===== config.mk =====
export PLATFORM = sky130hd
export DESIGN_NAME = bilinear_scale_scheduler
export DESIGN_NICKNAME = d
export VERILOG_FILES = /design/src/rtl/bilinear_pkg.sv /design/src/rtl/bilinear_coord_step.sv /design/src/rtl/bilinear_scale_scheduler.sv
export SDC_FILE = /design/constraint.sdc
export NUM_CORES = 1
export LEC_CHECK = 0
export BUFFER_PORTS_ARGS = -buffer_cell sky130_fd_sc_hd__buf_4
export CAP_MARGIN = 20
export CORE_UTILIZATION = 50
export DETAILED_ROUTE_END_ITERATION = 8
export GPL_TIMING_DRIVEN = 0
export HOLD_SLACK_MARGIN = 0.15
export PLACE_DENSITY = 0.7
export SLEW_MARGIN = 20
export SYNTH_ARGS = -nofsm -noshare
export SYNTH_HDL_FRONTEND = slang
export SYNTH_SLANG_ARGS = --single-unit

===== constraint.sdc =====
create_clock -name clk_in2 -period 7.7 [get_ports clk_in2]
set_input_delay 0.77 -clock clk_in2 [delete_from_list [all_inputs] [get_ports clk_in2]]
set_output_delay 0.77 -clock clk_in2 [all_outputs]
set_load 0.01 [all_outputs]

===== src/rtl/bilinear_pkg.sv =====
// Shared types and widths for the bilinear scaler scheduling logic.
package bilinear_pkg;

   localparam int unsigned FRAC_W  = 16;
   localparam int unsigned COORD_W = 16;
   localparam int unsigned ACC_W   = FRAC_W + COORD_W;

   typedef enum logic [2:0] {
      S_IDLE,
      S_WAIT_ROW,
      S_LINE,
      S_HBLANK,
      S_FRAME_END
   } sched_state_t;

   // Source rows that must be buffered before a destination line on row y_int
   // can be interpolated; the bottom row duplicates itself, so cap at height.
   function automatic logic [COORD_W:0] rows_needed(
      input logic [COORD_W-1:0] y_int,
      input logic [COORD_W-1:0] height
   );
      logic [COORD_W:0] n;
      n = {1'b0, y_int} + (COORD_W+1)'(2);
      return (n > {1'b0, height}) ? {1'b0, height} : n;
   endfunction

endpackage


===== src/rtl/bilinear_coord_step.sv =====
// Q16 coordinate accumulator with a wrapping step counter; one instance walks
// pixels along a line, another walks destination lines down the frame.
module bilinear_coord_step
   import bilinear_pkg::*;
#(
   parameter int unsigned C_COUNT = 1024,
   parameter int unsigned C_RATIO = 40960
) (
   input  logic             clk_in2,
   input  logic             rst_n,
   input  logic             clear,
   input  logic             step,
   output logic [ACC_W-1:0] acc,
   output logic             last
);

   localparam logic [ACC_W-1:0]   RATIO    = ACC_W'(C_RATIO);
   localparam logic [COORD_W-1:0] CNT_LAST = COORD_W'(C_COUNT - 1);

   logic [COORD_W-1:0] count;

   assign last = (count == CNT_LAST);

   always_ff @(posedge clk_in2 or negedge rst_n) begin
      if (!rst_n) begin
         acc   <= '0;
         count <= '0;
      end else if (clear) begin
         acc   <= '0;
         count <= '0;
      end else if (step) begin
         acc   <= acc + RATIO;
         count <= last ? '0 : count + COORD_W'(1);
      end
   end

endmodule


===== src/rtl/bilinear_scale_scheduler.sv =====
// Destination-domain sequencer for the bilinear scaler: walks Q16 source
// coordinates, gates each line on buffered source rows, times dst frames.
module bilinear_scale_scheduler
   import bilinear_pkg::*;
#(
   parameter int unsigned C_SRC_IMG_WIDTH  = 640,
   parameter int unsigned C_SRC_IMG_HEIGHT = 480,
   parameter int unsigned C_DST_IMG_WIDTH  = 1024,
   parameter int unsigned C_DST_IMG_HEIGHT = 768,
   parameter int unsigned C_X_RATIO        = 40960,
   parameter int unsigned C_Y_RATIO        = 40960,
   parameter int unsigned C_HBLANK         = 16
) (
   input  logic               clk_in2,
   input  logic               rst_n,
   input  logic               frame_start,
   input  logic               src_row_done,
   input  logic               dp_ready,
   output logic               pix_valid,
   output logic [COORD_W-1:0] x_int,
   output logic [FRAC_W-1:0]  x_frac,
   output logic [COORD_W-1:0] y_int,
   output logic [FRAC_W-1:0]  y_frac,
   output logic               x_last,
   output logic               y_last,
   output logic               dst_vsync,
   output logic               dst_href,
   output logic               src_row_release,
   output logic               frame_done,
   output logic               frame_overrun
);

   localparam logic [COORD_W-1:0] SRC_W_LAST  = COORD_W'(C_SRC_IMG_WIDTH - 1);
   localparam logic [COORD_W-1:0] SRC_H       = COORD_W'(C_SRC_IMG_HEIGHT);
   localparam logic [COORD_W-1:0] SRC_H_LAST  = COORD_W'(C_SRC_IMG_HEIGHT - 1);
   localparam logic [COORD_W-1:0] HB_LAST     = COORD_W'(C_HBLANK - 1);
   localparam bit                 Y_ALWAYS_STEP = (C_Y_RATIO >= (1 << FRAC_W));
   localparam logic [FRAC_W:0]    Y_CARRY_THR =
      (FRAC_W+1)'((1 << FRAC_W) - (C_Y_RATIO % (1 << FRAC_W)));

   sched_state_t       state, state_nxt;
   logic [COORD_W-1:0] hb_cnt;
   logic [COORD_W-1:0] rows_wr;
   logic [ACC_W-1:0]   x_acc, y_acc;
   logic               x_cnt_last, y_cnt_last;
   logic               final_line_q;
   logic               start_frame, hb_first, hb_end, line_done;
   logic               rows_ok, final_now, y_carry;

   assign start_frame = frame_start && (state == S_IDLE);
   assign hb_first    = (state == S_HBLANK) && (hb_cnt == '0);
   assign hb_end      = (hb_cnt == HB_LAST);
   assign line_done   = (state == S_LINE) && dp_ready && x_cnt_last;
   assign rows_ok     = ({1'b0, rows_wr} >= rows_needed(y_int, SRC_H));
   assign final_now   = hb_first ? y_cnt_last : final_line_q;

   // The integer part of y moves on this step exactly when the current
   // fraction plus the ratio's fraction carries, so no second adder is needed.
   assign y_carry = Y_ALWAYS_STEP || ({1'b0, y_frac} >= Y_CARRY_THR);

   bilinear_coord_step #(
      .C_COUNT (C_DST_IMG_WIDTH),
      .C_RATIO (C_X_RATIO)
   ) u_x_step (
      .clk_in2 (clk_in2),
      .rst_n   (rst_n),
      .clear   (start_frame || hb_first),
      .step    ((state == S_LINE) && dp_ready),
      .acc     (x_acc),
      .last    (x_cnt_last)
   );

   bilinear_coord_step #(
      .C_COUNT (C_DST_IMG_HEIGHT),
      .C_RATIO (C_Y_RATIO)
   ) u_y_step (
      .clk_in2 (clk_in2),
      .rst_n   (rst_n),
      .clear   (start_frame),
      .step    (hb_first),
      .acc     (y_acc),
      .last    (y_cnt_last)
   );

   always_ff @(posedge clk_in2 or negedge rst_n) begin
      if (!rst_n) begin
         state <= S_IDLE;
      end else begin
         state <= state_nxt;
      end
   end

   always_comb begin
      state_nxt = state;
      unique case (state)
         S_IDLE:      if (frame_start) state_nxt = S_WAIT_ROW;
         S_WAIT_ROW:  if (rows_ok)     state_nxt = S_LINE;
         S_LINE:      if (line_done)   state_nxt = S_HBLANK;
         S_HBLANK:    if (hb_end)      state_nxt = final_now ? S_FRAME_END : S_WAIT_ROW;
         S_FRAME_END: if (hb_end)      state_nxt = S_IDLE;
         default:                      state_nxt = S_IDLE;
      endcase
   end

   // The line counter lives in u_y_step and advances on the first blanking
   // cycle, so the last-line decision is latched there for the blanking end.
   always_ff @(posedge clk_in2 or negedge rst_n) begin
      if (!rst_n) begin
         hb_cnt       <= '0;
         final_line_q <= 1'b0;
         frame_done   <= 1'b0;
      end else begin
         if (state_nxt != state) begin
            hb_cnt <= '0;
         end else if ((state == S_HBLANK) || (state == S_FRAME_END)) begin
            hb_cnt <= hb_cnt + COORD_W'(1);
         end
         if (hb_first) begin
            final_line_q <= y_cnt_last;
         end
         frame_done <= (state == S_FRAME_END) && hb_end;
      end
   end

   always_ff @(posedge clk_in2 or negedge rst_n) begin
      if (!rst_n) begin
         rows_wr <= '0;
      end else if (state == S_IDLE) begin
         if (frame_start) begin
            rows_wr <= src_row_done ? COORD_W'(1) : '0;
         end
      end else if (src_row_done && (rows_wr < SRC_H)) begin
         rows_wr <= rows_wr + COORD_W'(1);
      end
   end

   assign pix_valid       = (state == S_LINE);
   assign dst_href        = pix_valid;
   assign dst_vsync       = (state != S_IDLE);
   assign frame_overrun   = frame_start && (state != S_IDLE);
   assign src_row_release = hb_first && !y_cnt_last && y_carry;

   assign x_int  = x_acc[ACC_W-1:FRAC_W];
   assign x_frac = x_acc[FRAC_W-1:0];
   assign y_int  = y_acc[ACC_W-1:FRAC_W];
   assign y_frac = y_acc[FRAC_W-1:0];
   assign x_last = (x_int == SRC_W_LAST);
   assign y_last = (y_int == SRC_H_LAST);

endmodule


==> reports/summary.txt <==
Register-to-register setup slack = 3.33 ns
Routed len/inst = 14.6 um
Critical path data arrival time = 4.65 ns
CP delay by family, top = simple AND/OR/NAND/NOR gates
Worst r2r path cells = 16
Endpoint class of the critical path = flip-flop
Via count = 5420
Post-synthesis sequential area ratio = 41.2%
Commonest non-fill, non-tap cells in the layout = sky130_fd_sc_hd__dfrtp_1 (107), sky130_fd_sc_hd__nor2_1 (89), sky130_fd_sc_hd__buf_4 (77)
Post-synthesis register bit count = 107
Synth top area cells = sky130_fd_sc_hd__dfrtp_1 (41%), sky130_fd_sc_hd__nor2_1 (5.1%), sky130_fd_sc_hd__xnor2_1 (5.0%)
Total Routing Usage GR = 23.1%
Post-detailed-route via-to-cell ratio = 5.48
Die width = 116 um
CP max-delay cell = sky130_fd_sc_hd__dfrtp_1
Minimum clock period = 4.37 ns
Num Clock Sinks = 107
Placer congestion estimate = 0.942
Fraction of registers with async set/reset = 100%
Setup violation total in the final timing report = 0
Most used cell along the critical path = sky130_fd_sc_hd__or3_1
Unrepaired setup endpoints after global routing = false
Worst hold-check path type = flip-flop to flip-flop
Highest metal layer used by the detailed router = met4
Hold_ws = 0.492 ns
Worst setup path category = flip-flop to flip-flop
Filler cell count in the final layout = 1107
Area growth from synthesis to final layout = 15.3%
Die Y = 116 um
Clock buffer depth = 2
Result of the run = finished, final reports clean
Starting DRT DRC Count = 350
Detail Placement HPWL = 10500 um
Headroom to the max-slew limit = 33.7%
Hold buffers post-CTS = 0
Number of buffers created by CTS = 9
Fmax achieved = 0.229 GHz
Finished Layout Cells = 989
Post-synth EDFFs = 0
Clock network latency to the later pin of the worst-skew pair = 0.36 ns
Number of gates resized after cts = 0
Pin count of the biggest net entering global routing = 108
Multi-input logic area = 0.00352 mm2
Cell chain of the critical path = nand3_2, or3_1, buf_4, nor2_1, mux2_2, or3_1, buf_2, or3_1, ha_1, a41oi_1, a211oi_1, o31ai_1, nand3_1, o221a_4, buf_8, nor2_1
Number of max-slew violations in the final report = 0
Final clock skew = 0.0106 ns
Distinct cells, synth = 70
Pwr per Cell Area = 204 mW/mm2
Power, Total = 1.53 mW
Number of stages on the worst hold path = 1
First-pass GRT wire length = 24400 um
Post-Place Cells = 973
Root Buffer = sky130_fd_sc_hd__clkbuf_16
Cell count after synthesis = 720
Setup TNS Final = 0 ns
Max stage delay on crit path = 0.51 ns
Final antenna diode count = 0
Cell taking the most area after synthesis = sky130_fd_sc_hd__dfrtp_1
Share of the synthesized area in the top cell type = 41.2%
Number of antenna violations at the first check in global routing = 0
Worst slew pin tran = 0.995 ns
Leakage dissipation = 3.45 nW
Setup crit start kind = flip-flop
Count of max-cap constraint violations = 0
Synthesized cell area = 0.00650 mm2
Core region area = 0.0127 mm2
Max rail drop VDD = 0.116 mV
Via count of the first global-routing pass = 5167
Flip-flop cell with the highest count after synthesis = sky130_fd_sc_hd__dfrtp_1
Number of nets in the layout = 841
Met3 routed wirelength = 553 um
IO Pins = 77
Share of cells above drive strength 1 = 16.0%
Met2 wire len = 6960 um
Post-route DRC = 0
Metal-1 WL = 6650 um
Biggest fanout along the worst timing path = 10
Final antenna-violating net count = 0
Number of rows created at floorplan = 41
Grt ovf = 0
Number of levels the H-tree was split into = 3
Final Routed Wirelength = 14400 um
Flip-flop and latch area = 0.00268 mm2
Synth warnings = 0
Hold violation count in the final report = 0
Most common cell after layout, fill and taps aside = sky130_fd_sc_hd__dfrtp_1
Register clock-pin slew on the reported worst setup and hold paths = 0.07 ns
CTS tree = done
First-pass DRT Iterations = 4
Crit share post-route = 56.8%
Port bufs = 50
Initial Utilization = 51.3%
Required time reported for the critical path endpoint = 7.98 ns
Post-CTS repair timing setup buffer count = 0
Worst path depth = 16
Critical path buffer and inverter count = 3
Avg Inst Size Synth = 9.03 um2
Die area = 0.0135 mm2
==> report_power, final <==
group / internal [mW] / total (mW) / switching [mW] / leakage (nW)
registers: 0.600 / 0.650 / 0.0502 / 1.48
clock network: 0.232 / 0.447 / 0.215 / 0.140
logic: 0.153 / 0.430 / 0.276 / 1.83
total: 0.985 / 1.53 / 0.542 / 3.45
==> area by class of cell <==
cell class,count,area share [%]
clock buffers,10,3.19
inverters,20,1.00
multi-input cells,566,46.9
clock inverters,6,0.634
plain buffers,58,4.67
repair buffers,50,5.05
well taps,172,2.87
flip-flops and latches,107,35.7
==> synthesized netlist by cell type, types with 7 or more instances <==
master                     count
sky130_fd_sc_hd__dfrtp_1     107
sky130_fd_sc_hd__nor2_1       89
sky130_fd_sc_hd__nand2_1      59
sky130_fd_sc_hd__o21ai_0      44
sky130_fd_sc_hd__nand3_1      37
sky130_fd_sc_hd__xnor2_1      37
sky130_fd_sc_hd__buf_4        28
sky130_fd_sc_hd__xor2_1       28
sky130_fd_sc_hd__a21oi_1      24
sky130_fd_sc_hd__ha_1         24
sky130_fd_sc_hd__inv_1        20
sky130_fd_sc_hd__nor3_1       19
sky130_fd_sc_hd__clkbuf_1     15
sky130_fd_sc_hd__nand4_1      14
sky130_fd_sc_hd__or3_1        14
sky130_fd_sc_hd__and2_1       12
sky130_fd_sc_hd__buf_2        12
sky130_fd_sc_hd__and3_1       11
sky130_fd_sc_hd__nor4_1       11
sky130_fd_sc_hd__a211oi_1      8
sky130_fd_sc_hd__a31oi_1       7
==> sequential cells by signal (all words and copies together) (netlist names) <==
register and cells:
state 3, frame_done 1, final_line_q 1, u_y_step.acc 19, rows_wr 16, hb_cnt 16, u_x_step.acc 19, u_y_step.count 16
u_x_step.count 16
==> path summary, 6_finish.rpt <==
path                                     from                  to
min in group asynchronous               rst_n          rows_wr[4]
min                        u_y_step.count[15]  u_y_step.count[15]
max in group asynchronous               rst_n   u_x_step.count[2]
min reg2reg                u_y_step.count[15]  u_y_step.count[15]
max reg2reg                  u_y_step.acc[19]           hb_cnt[6]
max                          u_y_step.acc[19]           hb_cnt[6]
==> layer usage <==
layer | vias up | track usage (%)
met1 | 2621 | 29.5
met5 | - | 0
met3 | 19 | 4.39
met4 | 0 | 8.89
li1 | 2667 | -
met2 | 113 | 38.9
==> stage by stage <==
| step | setup slack, ns | util, % | area (um2) |
|---|---|---|---|
| global route | 3.10 | 59.2 | 7500 |
| floorplan | 3.83 | - | 6620 |
| detailed placement | 3.34 | 56.9 | 7210 |
| CTS | 3.29 | 59.2 | 7500 |
| global placement | 3.44 | 56.9 | 7210 |
| finish | 3.33 | 59.2 | 7500 |
==> cell families after synthesis <==
family          Yosys count  share of synthesized area [%]
compound gates          120                           12.1
xor+xnor                 65                           8.75
simple gates            316                           25.5
flops                   107                           41.2
buf+inv                  78                           6.54
other cells               2                          0.115
fa+ha+maj                24                           4.62
mux                       8                           1.29
No activity file was read; power rests on OpenSTA's default activity.
